$ cat src/rtl/led_pulse_stretcher.sv
// rtl/led_pulse_stretcher.sv - stretches one-cycle events into visible LED blinks
//
// Each accepted event lights the LED for ON_TICKS slow ticks, then forces it
// dark for OFF_TICKS ticks. Events that arrive mid-blink are either queued
// (LED_STRETCH_QUEUE_EN defined) or dropped with a one-cycle overflow pulse.
//
// Ports:
//   clock_i     single clock, all logic on posedge
//   reset_i     asynchronous active-high reset
//   event_i     one-cycle event request
//   tick_i      one-cycle slow-time strobe
//   led_o       registered LED drive, 1 = lit
//   busy_o      registered, 1 while a blink or its dark gap is in progress
//   pending_o   events queued but not yet blinked (0 without the queue)
//   overflow_o  registered one-cycle pulse, the cycle after an event is dropped
//
// Optional feature macro: LED_STRETCH_QUEUE_EN

module led_pulse_stretcher #(
  parameter int ON_TICKS  = 3,
  parameter int OFF_TICKS = 2,
  parameter int PEND_MAX  = 2
) (
  input  logic                          clock_i,
  input  logic                          reset_i,
  input  logic                          event_i,
  input  logic                          tick_i,
  output logic                          led_o,
  output logic                          busy_o,
  output logic [$clog2(PEND_MAX+1)-1:0] pending_o,
  output logic                          overflow_o
);

  localparam int MAX_TICKS = (ON_TICKS > OFF_TICKS) ? ON_TICKS : OFF_TICKS;
  localparam int CW        = $clog2(MAX_TICKS + 1);
  localparam int PW        = $clog2(PEND_MAX + 1);

  localparam logic [CW-1:0] ON_LAST  = CW'(ON_TICKS - 1);
  localparam logic [CW-1:0] OFF_LAST = CW'(OFF_TICKS - 1);

  typedef enum logic [1:0] {
    S_IDLE = 2'd0,
    S_ON   = 2'd1,
    S_OFF  = 2'd2
  } state_t;

  state_t          state_q, state_d;
  logic [CW-1:0]   cnt_q, cnt_d;
  logic            led_q, busy_q, overflow_q;

  logic            off_exit;  // last tick of the dark gap lands this cycle
  logic            ev_busy;   // event arriving while a blink is in progress
  logic            pend_nz;   // a queued event is waiting
  logic            drop;      // event discarded this cycle

  assign off_exit = (state_q == S_OFF) && tick_i && (cnt_q == OFF_LAST);

  // Next-state and tick counter. The counter restarts at zero on every state
  // entry, so a tick in the cycle an event is accepted is never counted.
  always_comb begin
    state_d = state_q;
    cnt_d   = cnt_q;
    ev_busy = 1'b0;
    case (state_q)
      S_IDLE: begin
        if (event_i) begin
          state_d = S_ON;
          cnt_d   = '0;
        end
      end
      S_ON: begin
        ev_busy = event_i;
        if (tick_i) begin
          if (cnt_q == ON_LAST) begin
            state_d = S_OFF;
            cnt_d   = '0;
          end else begin
            cnt_d = cnt_q + 1'b1;
          end
        end
      end
      S_OFF: begin
        if (off_exit) begin
          cnt_d = '0;
          // Queued work has priority; otherwise an event arriving exactly on
          // the closing tick starts the next blink without a trip through IDLE.
          if (pend_nz) begin
            state_d = S_ON;
          end else if (event_i) begin
            state_d = S_ON;
          end else begin
            state_d = S_IDLE;
          end
        end else begin
          ev_busy = event_i;
          if (tick_i) begin
            cnt_d = cnt_q + 1'b1;
          end
        end
      end
      default: begin
        state_d = S_IDLE;
        cnt_d   = '0;
      end
    endcase
  end

`ifdef LED_STRETCH_QUEUE_EN
  logic [PW-1:0] pend_q, pend_d;

  // Dequeue on the OFF->ON restart. An event in that same cycle replaces the
  // slot being freed, so it is accepted even when the queue is full.
  always_comb begin
    pend_d = pend_q;
    drop   = 1'b0;
    if (off_exit && pend_nz) begin
      if (!event_i) begin
        pend_d = pend_q - 1'b1;
      end
    end else if (ev_busy) begin
      if (pend_q < PW'(PEND_MAX)) begin
        pend_d = pend_q + 1'b1;
      end else begin
        drop = 1'b1;
      end
    end
  end

  always_ff @(posedge clock_i or posedge reset_i) begin
    if (reset_i) begin
      pend_q <= '0;
    end else begin
      pend_q <= pend_d;
    end
  end

  assign pend_nz   = (pend_q != '0);
  assign pending_o = pend_q;
`else
  assign pend_nz   = 1'b0;
  assign drop      = ev_busy;
  assign pending_o = '0;
`endif

  // led/busy are registered from the next state so they are clean flop
  // outputs that track the state register exactly.
  always_ff @(posedge clock_i or posedge reset_i) begin
    if (reset_i) begin
      state_q    <= S_IDLE;
      cnt_q      <= '0;
      led_q      <= 1'b0;
      busy_q     <= 1'b0;
      overflow_q <= 1'b0;
    end else begin
      state_q    <= state_d;
      cnt_q      <= cnt_d;
      led_q      <= (state_d == S_ON);
      busy_q     <= (state_d != S_IDLE);
      overflow_q <= drop;
    end
  end

  assign led_o      = led_q;
  assign busy_o     = busy_q;
  assign overflow_o = overflow_q;

endmodule

$ cat config.mk
export PLATFORM = sky130hd
export DESIGN_NAME = led_pulse_stretcher
export DESIGN_NICKNAME = d
export VERILOG_FILES = /design/src/rtl/led_pulse_stretcher.sv
export SDC_FILE = /design/constraint.sdc
export NUM_CORES = 1
export LEC_CHECK = 0
export CORE_AREA = 2 2 39 41
export DETAILED_ROUTE_END_ITERATION = 16
export DIE_AREA = 0 0 41 43
export HOLD_SLACK_MARGIN = 0.06
export PLACE_DENSITY_LB_ADDON = 0.25
export SETUP_SLACK_MARGIN = 0.02
export SYNTH_ARGS = -nofsm -noshare
export SYNTH_HDL_FRONTEND = slang
export SYNTH_SLANG_ARGS = --single-unit
$ cat constraint.sdc
create_clock -name clock_i -period 1.81 [get_ports clock_i]
set_input_delay 0.2715 -clock clock_i [delete_from_list [all_inputs] [get_ports clock_i]]
set_output_delay 0.2715 -clock clock_i [all_outputs]
set_load 0.05 [all_outputs]
==> flow_summary.ini <==
[finish]
area_delta_synth_final_pct = 25.3
seq_area_um2 = 175
fillers = 146
nets = 73
antennaDiodeCount = 0
multi_input_area_um2 = 289
drive_gt1_share_pct = 17.2

[floorplanning]
start_util_pct = 35.7
std_cell_rows = 14
io_pins = 9
die_w_um = 41
die-area_um2 = 1760
dieHeight_um = 43
core_area_um2 = 1380

[grt]
grt_pass1_wl_um = 1500
gr-total-overflow = 0
antenna_found_initial = 0
gr-usage-all-layers_pct = 12.7
grt_pass1_vias = 361
grt_max_degree = 9

[yosys]
synth_top_family_by_area = compound AO/OA/AOI/OAI gates
synthesis.area_um2 = 494
synth-main-ff-cell = dfrtp_1
synth_warnings = 0
yosys.area_share.simple_pct = 18.5
synth_cell_type_count = 25
synth_top_area_cell = dfrtp_1
synth-seq-cells = 7
synthCells = 51
synth_edf_count = 0
synthXorXnorAreaFrac_pct = 0
syn_area_per_cell_um2 = 9.69
synthAdderAreaFrac_pct = 10.1
synth_area_leaders = dfrtp_1, ha_1, o31ai_4
async_flop_share_pct = 100
synth_top_cell_area_share_pct = 35.4
synth_compound_area_share_pct = 25.3
seq_area_frac_synth_pct = 35.4
synthMuxAreaShare_pct = 3.04

[critical_path]
crit_path_max_incr_delay_ns = 0.79
crit_path_cell_trace = clkdlybuf4s50_1
endpoint_kind = output port
cp_max_fo = 1
cp_data_required_time_ns = 1.54
crit_arrival_ns = 1.36
cp_slowest_cell = clkdlybuf4s50_1
critPathBufInv = 1
worst_setup_path_start_kind = flop
crit_type = reg -> out
critPathTopFamily = buffers and inverters

[pwr]
power_mw = 1.03
ir_worst_vdd_mv = 0.687
p_leak_nw = 0.304
power_density_nw_per_um2 = 1660

[clocking]
clk_pin_slew_worst_paths_ns = 0.06
clockBufferDepth = 2
cts_tree = built
numCtsBuffers = 3
cts_root_buffer = clkbuf_4
ctsResizeCount = 0
clkLatencyLatePin_ns = 0.25
cts.sinks = 7
hold_buffers = 0
htreeDepth = 1
postCtsSetupBuffers = 0

[drt]
drt_iter0_drc = 3
ant_nets = 0
routed_wl_um = 878
viasPerCell = 4.75
wl_per_cell_um = 11.0
drc_errors = 0
route.vias.total = 380
firstDrtPassIters = 3

[placed_design]
dp_hpwl_um = 692
io_buffers = 6
gp_congestion = 0.694

[sta]
setup_viol = 0
tns_ns = 0
max_freq_mhz = 612
drv_slew = 0
rsz0062_at_grt = false
clock_skew_ns = 0.00718
hold_viol_final = 0
min_period_ns = 1.63
finalCritPeriodShare_pct = 90.3

[job]
max-cap-violations = 0

[status]
status = finished clean

[worst_hold_path]
worstHoldPathType = in -> async
==> Yosys cell counts, drive strengths merged (2+ instances only) <==
cell type / number
buf: 2
a21oi: 4
nand2: 4
a22o: 2
nand3b: 2
nor2: 4
nor2b: 2
ha: 4
dfrtp: 7
o21ai: 3
inv: 5
==> cells in the final DEF, fill, tap and decap left out, types with 3 or more instances in the layout <==
master / count
a21oi_1: 4
buf_4: 4
clkbuf_4: 3
clkdlybuf4s50_1: 6
dfrtp_1: 7
ha_1: 4
inv_1: 5
nand2_1: 4
nor2_1: 4
==> where the power goes <==
part           leakage, nW  internal, mW  switching [mW]
Clock               0.0150        0.0842          0.0581
Combinational        0.200         0.260           0.348
Sequential          0.0889         0.221          0.0541
==> area by class of cell <==
cell class	count	area share, %
timing repair buffer	10	14.5
tap	16	3.23
clock buffer	4	4.24
sequential	7	28.3
multi-input combinational	38	46.7
inverter	5	3.03
==> sequential cells by signal, indices dropped and copies added (netlist names) <==
| register | cells |
|---|---|
| busy_o | 1 |
| led_o | 1 |
| cnt_q | 2 |
| state_q | 2 |
| overflow_o | 1 |
==> logic make-up after synthesis <==
kind of cell,count (synthesis)
flops,7
compound gates,16
buf+inv,7
mux,1
other cells,1
simple gates,15
fa+ha+maj,4
==> per-layer routing <==
layer	vias up	global-route usage [%]	wire length, µm
met2	6	18.1	438
li1	196	-	-
met1	178	16.2	417
met5	-	0	0
met3	0	1.57	22
met4	0	10.0	0
==> metrics by stage <==
stage	hold WS (ns)	cells	setup WS, ns	area (µm²)	util (%)
after global placement	0.515	76	0.0374	593	42.9
after CTS	0.249	80	0.160	619	44.8
final	0.240	80	0.175	619	44.8
after global routing	0.285	80	0.0598	619	44.8
after detailed placement	0.530	76	0.0168	593	42.9
after floorplan	0.0749	52	0.225	498	-
==> path summary, 6_finish.rpt <==
check	startpoint	endpoint	slack [ns]	depth (start not counted)
max in group asynchronous	reset_i	cnt_q[1]	1.36	2
worst min-delay path	reset_i	led_o	0.24	2
worst min register to register	cnt_q[0]	cnt_q[0]	0.63	1
worst max-delay path	led_o	led_o	0.18	1
min in group clock_i	cnt_q[0]	cnt_q[0]	0.63	1
worst max register to register	state_q[0]	cnt_q[0]	0.18	6
No activity file was read; power rests on OpenSTA's default activity.
